`config.mk`:
```
export PLATFORM = sky130hd
export DESIGN_NAME = int_bit_scan
export DESIGN_NICKNAME = d
export VERILOG_FILES = /design/src/rtl/int_bit_pkg.sv /design/src/rtl/int_lsb_enc.sv /design/src/rtl/int_bit_scan.sv
export SDC_FILE = /design/constraint.sdc
export NUM_CORES = 1
export LEC_CHECK = 0
export BUFFER_PORTS_ARGS = -buffer_cell sky130_fd_sc_hd__buf_2
export CORE_MARGIN = 2
export CORE_UTILIZATION = 35
export CTS_BUF_LIST = sky130_fd_sc_hd__clkbuf_8
export DETAILED_ROUTE_END_ITERATION = 8
export PLACE_DENSITY = 0.54
export RECOVER_POWER = 100
export SLEW_MARGIN = 10
export SYNTH_ARGS = -nofsm -noshare
export SYNTH_HDL_FRONTEND = slang
export SYNTH_SLANG_ARGS = --single-unit
```
`constraint.sdc`:
```
create_clock -name clk -period 4.1 [get_ports clk]
set_clock_uncertainty 0.05 [all_clocks]
set_input_delay 0.615 -clock clk [delete_from_list [all_inputs] [get_ports clk]]
set_output_delay 0.615 -clock clk [all_outputs]
set_load 0.02 [all_outputs]
```
`src/rtl/int_bit_pkg.sv`:
```
// int_bit_pkg: shared defaults, scan FSM states and the single-bit-remaining check.
package int_bit_pkg;
  localparam int DEF_WIDTH = 16;
  localparam int DEF_IDX_W = 4;
  typedef enum logic [1:0] {
    ST_IDLE = 2'd0,
    ST_SCAN = 2'd1,
    ST_DONE = 2'd2
  } state_t;
  // Zero-extending to 64 bits keeps x & (x-1) exact for any WIDTH up to 64.
  function automatic logic one_left(input logic [63:0] x);
    return (x & (x - 64'd1)) == 64'd0;
  endfunction
endpackage

```
`src/rtl/int_lsb_enc.sv`:
```
// int_lsb_enc: index of the lowest set bit of a vector, plus an any-bit-set flag.
module int_lsb_enc #(
  parameter int WIDTH = 16,
  parameter int IDX_W = 4
) (
  input  logic [WIDTH-1:0] vec,
  output logic [IDX_W-1:0] idx,
  output logic             any
);
  always_comb begin
    idx = '0;
    for (int i = WIDTH - 1; i >= 0; i--)
      if (vec[i]) idx = IDX_W'(i);
  end
  assign any = |vec;
endmodule

```
`src/rtl/int_bit_scan.sv`:
```
// int_bit_scan: streams the index of every set bit of a word, LSB first, then pulses done with the count.
module int_bit_scan
  import int_bit_pkg::*;
#(
  parameter int WIDTH = DEF_WIDTH,
  parameter int IDX_W = DEF_IDX_W
) (
  input  logic             clk,
  input  logic             rst,
  input  logic             in_valid,
  output logic             in_ready,
  input  logic [WIDTH-1:0] in_word,
  input  logic             abort,
  output logic             out_valid,
  input  logic             out_ready,
  output logic [IDX_W-1:0] out_index,
  output logic             out_last,
  output logic             done,
  output logic [IDX_W:0]   count
);
  state_t           state;
  logic [WIDTH-1:0] shadow;
  logic [IDX_W:0]   cnt;
  logic [IDX_W-1:0] low_idx;
  logic             any;
  int_lsb_enc #(.WIDTH(WIDTH), .IDX_W(IDX_W)) u_enc (
    .vec(shadow),
    .idx(low_idx),
    .any(any)
  );
  assign in_ready  = state == ST_IDLE;
  assign out_valid = state == ST_SCAN;
  assign out_index = out_valid ? low_idx : '0;
  assign out_last  = out_valid && any && one_left(64'(shadow));
  assign done      = state == ST_DONE;
  assign count     = done ? cnt : '0;
  always_ff @(posedge clk or posedge rst) begin
    if (rst) begin
      state  <= ST_IDLE;
      shadow <= '0;
      cnt    <= '0;
    end else if (abort && state != ST_IDLE) begin
      state  <= ST_IDLE;
      shadow <= '0;
      cnt    <= '0;
    end else if (state == ST_IDLE) begin
      if (in_valid) begin
        shadow <= in_word;
        cnt    <= '0;
        state  <= |in_word ? ST_SCAN : ST_DONE;
      end
    end else if (state == ST_SCAN) begin
      if (out_ready) begin
        shadow <= shadow & ~(WIDTH'(1) << out_index);
        cnt    <= cnt + 1'b1;
        if (out_last) state <= ST_DONE;
      end
    end else begin
      state <= ST_IDLE;
    end
  end
endmodule
```
== Word level (Yosys, flattened, before mapping) ==
Cells that the tools add are included.

* Logic and storage cells: 61
* Register bits: 23
* Output and inout port bits: 13

* $add $sub $neg: 2
* Multiplexer cells: 35
* Equal/unequal tests: 5
* Reduce and logical (&&, ||, !) cells: 12
* Bitwise gates (word level): 3
* Shift operators: 1

{| class="wikitable"
|+ Operators by type and width
! kind !! number
|-
| $mux 16 || 5
|-
| $mux 4 || 17
|-
| $and 16x64->64 || 1
|-
| $logic_not 64->1 || 1
|-
| $reduce_or 16->1 || 2
|-
| $mux 5 || 6
|-
| $sub 16x1->17 const B || 1
|-
| $and 16x16->16 || 1
|-
| $not 16->16 || 1
|-
| $shl 1x4->16 const A || 1
|-
| $mux 2 || 7
|-
| $ne 4x2->1 const B || 2
|-
| $reduce_and 3->1 || 2
|-
| $reduce_bool 3->1 || 2
|-
| $add 5x1->5 const B || 1
|-
| $logic_and 1x1->1 || 3
|-
| $ne 3x2->1 const B || 1
|-
| $eq 2x1->1 const B || 1
|-
| $eq 2x2->1 const B || 1
|-
| $logic_not 2->1 || 1
|-
| $reduce_bool 2->1 || 1
|}

== Depth between registers and ports, before layout ==
* Word-level depth: 24
* Mapped depth: 8

== Cells and area by module ==
A second synthesis with hierarchy kept.

* Cell total of the unflattened synthesis: 208
* Area total of the unflattened synthesis: 1,645.3 um^2

{| class="wikitable"
|+ By module, submodules not included
! module !! sequential area each (um^2) !! area an instance (um^2) !! cells each !! times used
|-
| int_bit_scan || 575.6 || 1,468.9 || 174 || 1
|-
| int_lsb_enc || 0.0 || 176.4 || 34 || 1
|}

== Worst setup path after synthesis ==
OpenSTA, ideal clock, no wires.

* Path kind: reg-to-output
* From: reg shadow[7]
* To: out out_last
* Slack: 1.315 ns
* Data required time: 3.435 ns
* Path buffers: 1
* Stages on the path, launching flop included: 6
* Arrival: 2.120 ns
* Path through: dfrtp_1 -> or4_1 -> buf_4 -> nor4_1 -> xor2_1 -> nor4_2

* Cells in the longest elaborated chain, start to end: 4
* Elaborated cells between the ends (all ways): 6

{| class="wikitable"
|+ RTL lines
! what !! RTL line !! text
|-
| start: declaration || int_bit_scan.sv:22 || <nowiki>logic [WIDTH-1:0] shadow;</nowiki>
|-
| start signal: assignment || int_bit_scan.sv:48 || <nowiki>shadow <= in_word;</nowiki>
|-
| start signal: assignment || int_bit_scan.sv:54 || <nowiki>shadow <= shadow & ~(WIDTH'(1) << out_index);</nowiki>
|-
| $sub 16x1->17 || int_bit_pkg.sv:12 || <nowiki>return (x & (x - 64'd1)) == 64'd0;</nowiki>
|-
| $and 16x64->64 || int_bit_pkg.sv:12 ||
|-
| $logic_not 64->1 || int_bit_pkg.sv:12 ||
|-
| $logic_and 1x1->1 (*) || int_bit_scan.sv:34 || <nowiki>assign out_last = out_valid && any && one_left(64'(shadow));</nowiki>
|-
| end: declaration || int_bit_scan.sv:17 || <nowiki>output logic out_last,</nowiki>
|}

Every way passes the cells marked *; elsewhere a longest branch is shown, timed or not.

== Worst setup path in the final report ==
Same ends and word-level chain as after synthesis.

==> flow_metrics.env <==
export IMPL_status="completed"
export IMPL_multi_input_area_sq_um=921
export IMPL_dpl_cell_count=260
export IMPL_gr_total_overflow=0
export IMPL_dp_slack_ns=1.18
export IMPL_power_frac_seq_pct=34.1
export IMPL_yosysUniqueCellTypes=48
export IMPL_netlist_instances=186
export IMPL_pwr_share_comb_pct=56.2
export IMPL_synth_common_cells="dfrtp_1, nand2_1, nor2_1"
export IMPL_wl_per_cell_um=16.8
export IMPL_drcViolationCount=0
export IMPL_worstPathRequired_ns=3.43
export IMPL_syn_cell_area_sq_um=1630
export IMPL_clk_pin_slew_worst_paths_ns=0.08
export IMPL_ios=34
export IMPL_fmax_ghz=0.290
export IMPL_fin_area_sq_um=1800
export IMPL_clock_path_buffers=2
export IMPL_placed_area_sq_um=1780
export IMPL_final_cells=264
export IMPL_vias=1514
export IMPL_setup_viol=0
export IMPL_post_dp_hpwl_um=3320
export IMPL_finalCritPeriodShare_pct=84.1
export IMPL_crit_type="reg2out"
export IMPL_cts_resized=0
export IMPL_cp_start_kind="flop"
export IMPL_nNetsFinal=235
export IMPL_die_y_um=72.1
export IMPL_grt_pass1_vias=1394
export IMPL_place_congestion=0.842
export IMPL_ir_drop_mv=0.253
export IMPL_syn_num_nets=208
export IMPL_finalWirelength_um=4430
export IMPL_ys_warn_count=0
export IMPL_cts_root_buf="clkbuf_8"
export IMPL_grt_use_total_pct=17.8
export IMPL_cts_tree="done"
export IMPL_antenna_left=0
export IMPL_crit_fanout=8
export IMPL_async_flop_share_pct=100
export IMPL_synth_most_common_cell="dfrtp_1"
export IMPL_cts_sinks=23
export IMPL_p_leak_nw=0.760
export IMPL_ys_seq_area_share_pct=35.4
export IMPL_synth_avg_cell_area_sq_um=8.74
export IMPL_yosys_register_bits=23
export IMPL_endpoint_kind="primary output"
export IMPL_antenna_cells=0
export IMPL_core_sq_um=4410
export IMPL_port_buffers=33
export IMPL_setup_ws_ns=0.652
export IMPL_p_clk_share_pct=9.7
export IMPL_netSwitchingFraction_pct=51.4
export IMPL_hold_violations=0
export IMPL_hold_slack_ns=0.484
export IMPL_fin_tns_setup_ns=0
export IMPL_vias_per_cell=5.73
export IMPL_grt_max_degree=24
export IMPL_fill_cells=441
export IMPL_maxCapViolCount=0
export IMPL_synth_ff_type="dfrtp_1"
export IMPL_numCtsBuffers=3
export IMPL_synthToLayoutAreaGrowth_pct=10.9
export IMPL_min_period_ns=3.45
export IMPL_yosysTopAreaCell="dfrtp_1"
export IMPL_post_cts_setup_buffers=0
export IMPL_final_seq_area_sq_um=576
export IMPL_drive_gt1_share_pct=17.0
export IMPL_synthTopCellsByArea="dfrtp_1, a32o_1, nand2_1, nor2_1, nor3_1"
export IMPL_hold_path_class="in2async"
export IMPL_power_switching_uw=769
export IMPL_start_util_pct=36.8
export IMPL_grt_pass1_wl_um=7330
export IMPL_hold_buffers=0
export IMPL_synth_top_cell_area_share_pct=35.4
export IMPL_dr_pass1_iters=4
export IMPL_cp_arrival_ns=2.78
export IMPL_rsz0062_at_grt="false"
export IMPL_powerDensity_nw_per_um2=829
export IMPL_htreeDepth=1
export IMPL_p_int_uw=725
export IMPL_drt_iter0_drc=153
export IMPL_antenna_found_initial=0
export IMPL_max_slew_margin_pct=36.7
export IMPL_rows=24
export IMPL_die_x_um=72.1
export IMPL_die_area_sq_um=5200
export IMPL_worst_pin_slew_ns=0.950
export IMPL_synth_edff_count=0
export IMPL_drv_slew=0
export IMPL_insertion_delay_ns=0.27
worst paths after layout:
| check | start | endpoint | slack, ns | cells after the start |
|---|---|---|---|---|
| worst max register to register | shadow[7]$_DFFE_PP0P_ | state[1]$_DFFE_PP0P_ | 1.31 | 6 |
| min in group clk | in_word[2] | shadow[2]$_DFFE_PP0P_ | 0.50 | 3 |
| worst max-delay path | shadow[7]$_DFFE_PP0P_ | out_last | 0.65 | 5 |
| worst min register to register | cnt[1]$_DFFE_PP0P_ | cnt[1]$_DFFE_PP0P_ | 0.51 | 2 |
| worst min-delay path | rst | shadow[2]$_DFFE_PP0P_ | 0.48 | 2 |
| max in group asynchronous | rst | cnt[4]$_DFFE_PP0P_ | 2.96 | 2 |
final cells by class:
class / count / area share (%)
sequential: 23 / 31.9
timing repair buffer: 34 / 8.96
inverter: 9 / 1.87
multi-input combinational: 142 / 51.1
clock buffer: 3 / 2.29
clock inverter: 1 / 0.208
tap: 52 / 3.61
through the flow:
stage / power [mW] / util, %
final: 1.49 / 40.8
after global routing: 1.62 / 40.8
after CTS: 1.51 / 41.3
after detailed placement: 1.36 / 40.3
after global placement: 1.38 / 40.3
after floorplan: 1.19 / -
power by group through the flow:
stage | logic [mW] | clock network, mW | registers, mW
2_1_floorplan | 0.766 | 0 | 0.421
3_3_place_gp | 0.869 | 0 | 0.513
3_5_place_dp | 0.850 | 0 | 0.510
4_1_cts | 0.857 | 0.151 | 0.505
5_1_grt | 0.928 | 0.159 | 0.533
6_report | 0.840 | 0.145 | 0.509
worst max-delay path, cell delays in order (launching register included):
cell and delay [ns]:
dfrtp_1 0.48, or4_1 0.68, nor4_1 0.40, xor2_1 0.12, nor4_1 0.55, clkbuf_1 0.30
layout by cell type (no fill, tap or decap), drive strengths merged, types with 5 or more instances in the layout:
cell type and instances:
nor2 21, clkbuf 12, dfrtp 23, nor4 7
a211oi 5, o21ai 5, inv 10, and2 5
o31ai 5, nor3 9, nand2 21, a21oi 5
a32o 12, buf 25
layer usage:
metal | up-vias | GRT usage [%] | share of wire (%)
met5 | - | 0 | 0
met3 | 5 | 1.94 | 3.7
met2 | 40 | 24.8 | 43
li1 | 749 | - | -
met1 | 720 | 29.0 | 52
met4 | 0 | 4.40 | 1.1
logic make-up (layout without fill, tap and decap cells):
family	count (synthesis)	in the layout	share of synthesized area, %
AO/OA/AOI/OAI	52	52	26.8
XOR/XNOR	4	4	2.16
adder cells (fa/ha/maj)	2	2	1.39
buffers and inverters	21	47	7.24
flip-flops	23	23	35.4
AND/OR/NAND/NOR	84	84	27.0
sequential cells by signal, indices dropped and copies added, names as in the netlist:
signal	count
cnt	5
shadow	16
state	2
(Power assumes the default switching activity.)
